==> config.mk <==
export PLATFORM = sky130hd
export DESIGN_NAME = fetch_sequencer_flat
export DESIGN_NICKNAME = d
export VERILOG_FILES = /design/src/rtl/fetch_sequencer_if.sv /design/src/rtl/fetch_sequencer.sv /design/src/flat_wrapper.sv
export SDC_FILE = /design/constraint.sdc
export NUM_CORES = 1
export LEC_CHECK = 0
export CAP_MARGIN = 20
export CORE_UTILIZATION = 50
export CTS_CLUSTER_DIAMETER = 150
export DETAILED_ROUTE_END_ITERATION = 6
export GPL_TIMING_DRIVEN = 0
export PLACE_DENSITY = 0.88
export RECOVER_POWER = 50
export SYNTH_ARGS = -nofsm -noshare
export SYNTH_HDL_FRONTEND = slang
export SYNTH_SLANG_ARGS = --single-unit
export TNS_END_PERCENT = 30
==> constraint.sdc <==
create_clock -name clk -period 4.5 [get_ports clk]
set_input_delay 0.9 -clock clk [delete_from_list [all_inputs] [get_ports clk]]
set_output_delay 0.9 -clock clk [all_outputs]
set_load 0.02 [all_outputs]
==> src/rtl/fetch_sequencer_if.sv <==
// Fetch sequencer bus bundle: instruction-memory request/response and the
// decode-side valid/ready instruction channel.
//   master : the fetch sequencer (drives requests, presents instructions)
//   slave  : memory + decode side (drives responses, accepts instructions)
interface fetch_sequencer_if ();
  logic        imem_req;
  logic [31:0] imem_addr;
  logic        imem_rsp_valid;
  logic [31:0] imem_rsp_data;
  logic        inst_valid;
  logic        inst_ready;
  logic [31:0] inst;
  logic [31:0] inst_pc;

  modport master (
    output imem_req,
    output imem_addr,
    input  imem_rsp_valid,
    input  imem_rsp_data,
    output inst_valid,
    input  inst_ready,
    output inst,
    output inst_pc
  );

  modport slave (
    input  imem_req,
    input  imem_addr,
    output imem_rsp_valid,
    output imem_rsp_data,
    input  inst_valid,
    output inst_ready,
    input  inst,
    input  inst_pc
  );
endinterface

==> src/rtl/fetch_sequencer.sv <==
// Instruction fetch sequencer.
// Owns the program counter, issues one word-indexed memory request at a time,
// and presents each fetched instruction to decode with a valid/ready handshake.
// Branch redirects replace the PC; responses to requests issued before a
// redirect are dropped. Fetching halts (done) once the PC word index reaches
// NUM_INST, until a redirect restarts it.
// Ports:
//   clk, reset        clock, synchronous active-high reset
//   enable            permits fetching (sampled in idle and when leaving hold)
//   redirect_valid/pc single-cycle redirect strobe and byte target
//   bus               imem request/response and decode instruction channel
//   done              PC ran past the program; fetching halted
//   fetch_count       instructions accepted by decode (wrapping)
module fetch_sequencer #(
  parameter logic [31:0] RESET_PC = 32'h0000_0000,
  parameter int unsigned NUM_INST = 64,
  parameter int unsigned COUNT_W  = 16
) (
  input  logic                 clk,
  input  logic                 reset,
  input  logic                 enable,
  input  logic                 redirect_valid,
  input  logic [31:0]          redirect_pc,
  fetch_sequencer_if.master    bus,
  output logic                 done,
  output logic [COUNT_W-1:0]   fetch_count
);

  typedef enum logic [2:0] {
    StIdle,
    StIssue,
    StWait,
    StHold,
    StDone
  } state_e;

  state_e              state_q, state_d;
  logic [31:0]         pc_q, pc_d;
  logic                drop_q, drop_d;
  logic                inst_valid_q, inst_valid_d;
  logic [31:0]         inst_q, inst_d;
  logic [31:0]         inst_pc_q, inst_pc_d;
  logic                done_q, done_d;
  logic [COUNT_W-1:0]  count_q, count_d;

  logic        imem_req;
  logic        in_range;
  logic        handshake;
  logic [31:0] redirect_tgt;

  assign in_range     = {2'b00, pc_q[31:2]} < NUM_INST;
  assign handshake    = inst_valid_q && bus.inst_ready;
  assign redirect_tgt = {redirect_pc[31:2], 2'b00};

  always_comb begin
    state_d      = state_q;
    pc_d         = pc_q;
    drop_d       = drop_q;
    inst_valid_d = inst_valid_q;
    inst_d       = inst_q;
    inst_pc_d    = inst_pc_q;
    done_d       = done_q;
    count_d      = count_q;
    imem_req     = 1'b0;

    unique case (state_q)
      StIdle: begin
        if (redirect_valid) begin
          pc_d = redirect_tgt;
        end else if (enable) begin
          state_d = StIssue;
        end
      end

      StIssue: begin
        if (in_range) begin
          // The request for the current pc goes out even under a redirect;
          // its response is then marked stale.
          imem_req = 1'b1;
          state_d  = StWait;
          if (redirect_valid) begin
            pc_d   = redirect_tgt;
            drop_d = 1'b1;
          end
        end else if (redirect_valid) begin
          // Nothing issued for an out-of-range pc; retry from the new target.
          pc_d = redirect_tgt;
        end else begin
          done_d  = 1'b1;
          state_d = StDone;
        end
      end

      StWait: begin
        if (redirect_valid) begin
          pc_d = redirect_tgt;
          if (bus.imem_rsp_valid) begin
            // The outstanding request just returned, so nothing is left stale.
            drop_d  = 1'b0;
            state_d = StIssue;
          end else begin
            drop_d = 1'b1;
          end
        end else if (bus.imem_rsp_valid) begin
          if (drop_q) begin
            drop_d  = 1'b0;
            state_d = StIssue;
          end else begin
            inst_d       = bus.imem_rsp_data;
            inst_pc_d    = pc_q;
            inst_valid_d = 1'b1;
            pc_d         = pc_q + 32'd4;
            state_d      = StHold;
          end
        end
      end

      StHold: begin
        if (handshake) begin
          count_d = count_q + COUNT_W'(1);
        end
        if (redirect_valid) begin
          // Held instruction is squashed unless it was accepted this cycle.
          pc_d         = redirect_tgt;
          inst_valid_d = 1'b0;
          state_d      = StIssue;
        end else if (handshake) begin
          inst_valid_d = 1'b0;
          state_d      = enable ? StIssue : StIdle;
        end
      end

      StDone: begin
        if (redirect_valid) begin
          pc_d    = redirect_tgt;
          done_d  = 1'b0;
          state_d = StIssue;
        end
      end

      default: state_d = StIdle;
    endcase
  end

  always_ff @(posedge clk) begin
    if (reset) begin
      state_q      <= StIdle;
      pc_q         <= RESET_PC;
      drop_q       <= 1'b0;
      inst_valid_q <= 1'b0;
      inst_q       <= '0;
      inst_pc_q    <= '0;
      done_q       <= 1'b0;
      count_q      <= '0;
    end else begin
      state_q      <= state_d;
      pc_q         <= pc_d;
      drop_q       <= drop_d;
      inst_valid_q <= inst_valid_d;
      inst_q       <= inst_d;
      inst_pc_q    <= inst_pc_d;
      done_q       <= done_d;
      count_q      <= count_d;
    end
  end

  assign bus.imem_req   = imem_req;
  assign bus.imem_addr  = imem_req ? {2'b00, pc_q[31:2]} : 32'h0;
  assign bus.inst_valid = inst_valid_q;
  assign bus.inst       = inst_q;
  assign bus.inst_pc    = inst_pc_q;
  assign done           = done_q;
  assign fetch_count    = count_q;

endmodule
==> src/flat_wrapper.sv <==
// flat-port wrapper written by rule: the top's interface ports become plain ports
module fetch_sequencer_flat 
#(
  parameter logic [31:0] RESET_PC = 32'h0000_0000,
  parameter int unsigned NUM_INST = 64,
  parameter int unsigned COUNT_W  = 16
)
  (clk, reset, enable, redirect_valid, redirect_pc, done, fetch_count, bus_imem_req, bus_imem_addr, bus_imem_rsp_valid, bus_imem_rsp_data, bus_inst_valid, bus_inst_ready, bus_inst, bus_inst_pc);
  fetch_sequencer_if bus_i ();
  input  logic clk;
  input  logic reset;
  input  logic enable;
  input  logic redirect_valid;
  input  logic [31:0] redirect_pc;
  output logic done;
  output logic [COUNT_W-1:0] fetch_count;
  output wire logic [$bits(bus_i.imem_req)-1:0] bus_imem_req;
  output wire logic [$bits(bus_i.imem_addr)-1:0] bus_imem_addr;
  input wire logic [$bits(bus_i.imem_rsp_valid)-1:0] bus_imem_rsp_valid;
  input wire logic [$bits(bus_i.imem_rsp_data)-1:0] bus_imem_rsp_data;
  output wire logic [$bits(bus_i.inst_valid)-1:0] bus_inst_valid;
  input wire logic [$bits(bus_i.inst_ready)-1:0] bus_inst_ready;
  output wire logic [$bits(bus_i.inst)-1:0] bus_inst;
  output wire logic [$bits(bus_i.inst_pc)-1:0] bus_inst_pc;
  assign bus_imem_req = bus_i.imem_req;
  assign bus_imem_addr = bus_i.imem_addr;
  assign bus_i.imem_rsp_valid = bus_imem_rsp_valid;
  assign bus_i.imem_rsp_data = bus_imem_rsp_data;
  assign bus_inst_valid = bus_i.inst_valid;
  assign bus_i.inst_ready = bus_inst_ready;
  assign bus_inst = bus_i.inst;
  assign bus_inst_pc = bus_i.inst_pc;
  fetch_sequencer #(.RESET_PC(RESET_PC), .NUM_INST(NUM_INST), .COUNT_W(COUNT_W)) u_core (.clk(clk), .reset(reset), .enable(enable), .redirect_valid(redirect_valid), .redirect_pc(redirect_pc), .bus(bus_i), .done(done), .fetch_count(fetch_count));
endmodule
==> flow_metrics.env <==
export IMPL_status="finished clean"
export IMPL_reg2reg_to="u_core.state_q[1]"
export IMPL_clock_sinks=114
export IMPL_routed_wirelength_microns=16400
export IMPL_cts_root_buffer="clkbuf_8"
export IMPL_comb_power_share_pct=10.7
export IMPL_die_x_microns=108
export IMPL_grt_overflow=0
export IMPL_cts_resized=0
export IMPL_core_sq_um=10900
export IMPL_grt_pass1_vias=5259
export IMPL_clkPwrFrac_pct=47.8
export IMPL_cts_max_level=4
export IMPL_vias=6031
export IMPL_async_flop_share_pct=0
export IMPL_grt_total_usage_pct=28.2
export IMPL_start_util_pct=51.6
export IMPL_cts_setup_buffers=0
export IMPL_ys_warn_count=0
export IMPL_clock_skew_ns=0.0129
export IMPL_top_layer="met4"
export IMPL_multi_input_area_sq_um=2900
export IMPL_power_density_nw_per_um2=323
export IMPL_r2r_slack_ns=2.17
export IMPL_arrival_ns=3.29
export IMPL_core_rowCount=38
export IMPL_fin_hold_ws_ns=0.449
export IMPL_ir_worst_vdd_v=0.000174
export IMPL_dieArea_sq_um=11700
export IMPL_clock_path_buffers=2
export IMPL_synthCells=727
export IMPL_synth_cell_types=72
export IMPL_start_kind="flip-flop"
export IMPL_gp_congestion=0.923
export IMPL_synth_seq_cells=114
export IMPL_grt_max_degree=17
export IMPL_routedWlPerCell_microns=15.2
export IMPL_maxCapViolCount=0
export IMPL_hold_viol=0
export IMPL_fin_crit_ns=4.19
export IMPL_hold_end="u_core.bus.inst[11]"
export IMPL_hp_class="reg2reg"
export IMPL_syn_to_final_growth_pct=41.9
export IMPL_slowest_delay_ns=0.70
export IMPL_relSlewSlack_pct=53.4
export IMPL_detail_route_antenna_nets=0
export IMPL_clk_latency_ns=0.52
export IMPL_met2_length_microns=7440
export IMPL_postCtsHoldBufs=0
export IMPL_die_y_microns=108
export IMPL_switching_share_pct=25.9
export IMPL_synth_flop_cell="dfxtp_1"
export IMPL_syn_cell_area_sq_um=5620
export IMPL_tritoncts="yes"
export IMPL_min_delay_start="u_core.bus.inst[11]"
export IMPL_fmax_mhz=239
export IMPL_synth_area_per_cell_sq_um=7.72
export IMPL_finalSetupViolCount=0
export IMPL_timing_critical_path_required_ns=3.60
export IMPL_routed_via_density=5.59
export IMPL_route_met3_wl_microns=1620
export IMPL_yosysSeqAreaShare_pct=40.6
export IMPL_slew_violations=0
export IMPL_place_hpwl_microns=11400
export IMPL_place_ws_ns=0.914
export IMPL_setup_slack_ns=0.307
export IMPL_antenna_found_initial=0
export IMPL_internal_power_mw=1.91
export IMPL_whs_path_depth=2
export IMPL_worstMarginPinSlew_ns=0.694
export IMPL_cts_made_buffers=17
export IMPL_power_switching_mw=0.666
export IMPL_ios=185
export IMPL_end_kind="output port"
export IMPL_drive_gt1_share_pct=10.3
export IMPL_fin_crit_sh_pct=93.2
export IMPL_setup_tns_ns=0
export IMPL_nNetsFinal=998
export IMPL_critPathSlowestCell="nor4_2"
export IMPL_route_detailed_drc=0
export IMPL_port_buffers=153
export IMPL_rsz0062_at_grt="false"
export IMPL_worstSetupStartpoint="u_core.pc_q[9]"
export IMPL_first_pass_iters=7
export IMPL_crit_chain="buf_4 -> nor4_1 -> nand4_1 -> nor4_2 -> and2_1 -> clkdlybuf4s50_1"
export IMPL_p_leak_nw=3.13
export IMPL_diodes=0
export IMPL_clkTransAtPathRegs_ns=0.06
export IMPL_final_util_pct=73.2
export IMPL_r2r_start="u_core.pc_q[9]"
export IMPL_regArea_sq_um=2280
export IMPL_p_seq_share_pct=41.6
export IMPL_synth_edf_count=0
export IMPL_rr_worst_depth=6
export IMPL_grt_pass1_wl_microns=25800
export IMPL_nFillCells=878
export IMPL_path_class="reg2out"
export IMPL_drt_iter0_markers=478
export IMPL_wirelength_met1_microns=6850
export IMPL_crit_fanout=9
## metrics by stage
step / cell area (sq um) / power (mW) / instances
floorplan: 5720 / 1.25 / 754
global placement: 7420 / 1.35 / 1047
detailed placement: 7420 / 1.36 / 1047
CTS: 7970 / 2.57 / 1079
global route: 7970 / 2.65 / 1079
finish: 7970 / 2.57 / 1079
## state kept, by name, summed over array words and instances, names as in the netlist
register and cells:
u_core.bus.inst 32, u_core.bus.inst_pc 30, u_core.pc_q 30, u_core.fetch_count 16, u_core.state_q 3, u_core.bus.inst_valid 1
u_core.done 1, u_core.drop_q 1
## worst max path at each step
| stage | slack (ns) | cells after the start | end |
|---|---|---|---|
| after detailed placement | 0.91 | 6 | bus_imem_addr[1] |
| after global placement | 0.95 | 6 | bus_imem_addr[3] |
| after CTS | 0.35 | 6 | bus_imem_addr[1] |
| final | 0.31 | 6 | bus_imem_addr[1] |
| after floorplan | 1.69 | 5 | bus_imem_addr[0] |
| after global routing | 0.21 | 6 | bus_imem_addr[1] |
## metal layers
metal | vias to the layer above | GRT usage, %
li1 | 2888 | -
met1 | 2720 | 37.2
met2 | 370 | 44.2
met3 | 53 | 6.81
met4 | 0 | 11.3
met5 | - | 0
## placed cells by master (no fill, tap or decap), drive strengths merged, types with 3 or more instances in the layout
cell           synthesis  routed
nand3                 23      23
clkdlybuf4s50          0      74
dlygate4sd3            1      80
o31ai                  5       5
dfxtp                114     114
and3                   7       7
a21oi                 90      90
inv                    9      10
a31oi                  8       8
nor4                  16      16
nand4                 16      16
nor2                  45      45
a22o                   3       3
a211oi                 7       7
clkbuf                36      55
clkinv                 0       7
mux2i                  4       4
a21o                   3       3
nand3b                 3       3
conb                   1      28
xor2                   5       5
nand2                158     158
and2                  14      14
or3                    8       8
xnor2                  6       6
clkinvlp               0       4
nor3                  17      17
or2                    3       3
buf                   47      47
o21ai                 26      26
nand2b                 6       6
and4                   3       3
a311oi                 4       4
## kinds of logic (layout without fill, tap and decap cells)
kind of cell | Yosys count | after routing | synth area share, %
AOI/OAI and AO/OA | 174 | 174 | 18.7
DFF | 114 | 114 | 40.6
xor gates and xnor gates | 11 | 11 | 1.72
other | 1 | 28 | 0.0668
adders and majority gates | 2 | 2 | 0.446
and+or+nand+nor | 328 | 328 | 28.2
muxes | 4 | 4 | 0.713
buffers and inverters | 93 | 278 | 9.47
## power by group through the flow
stage	logic [mW]	clock network, mW	registers, mW
global placement	0.265	0	1.09
global route	0.295	1.28	1.07
CTS	0.269	1.24	1.07
finish	0.274	1.23	1.07
floorplan	0.165	0	1.08
detailed placement	0.266	0	1.09
## cells in the mapped netlist (3+ instances only)
cell type,n,area (sq um)
dfxtp_1,114,2280
a22o_1,3,26.3
buf_2,13,65.1
a211oi_1,7,52.6
clkbuf_1,33,124
nand3_1,23,115
nor4_1,14,87.6
a311oi_1,4,35.0
nand4_1,13,81.3
and2_1,10,62.6
nor2_1,45,169
nand3b_1,3,22.5
buf_4,31,233
a21oi_1,90,450
and3_1,6,37.5
mux2i_1,4,40.0
a21o_1,3,22.5
and4_1,3,26.3
o21ai_0,26,130
and2_0,3,18.8
buf_6,3,33.8
nand2_1,157,589
o31ai_1,5,37.5
xor2_1,5,43.8
nand2b_1,6,37.5
xnor2_1,6,52.6
a31oi_1,8,50.1
nor3_1,17,85.1
or3_1,7,43.8
inv_1,9,33.8
## worst max-delay path, delay by kind of cell, from the launching register on
family                 cells  cell delay, ns
buffers and inverters      2            0.79
and+or+nand+nor            4            1.69
DFF                        1            0.29
## area by class of cell
type                    instances  share of cell area (%)
multi-input cells             547                    36.4
flip-flops and latches        114                    28.6
repair buffers                153                    19.2
plain buffers                  84                    6.25
clock buffers                  19                    5.42
well taps                     140                    2.20
clock inverters                13                    1.40
inverters                       9                   0.424
(Power assumes the default switching activity.)
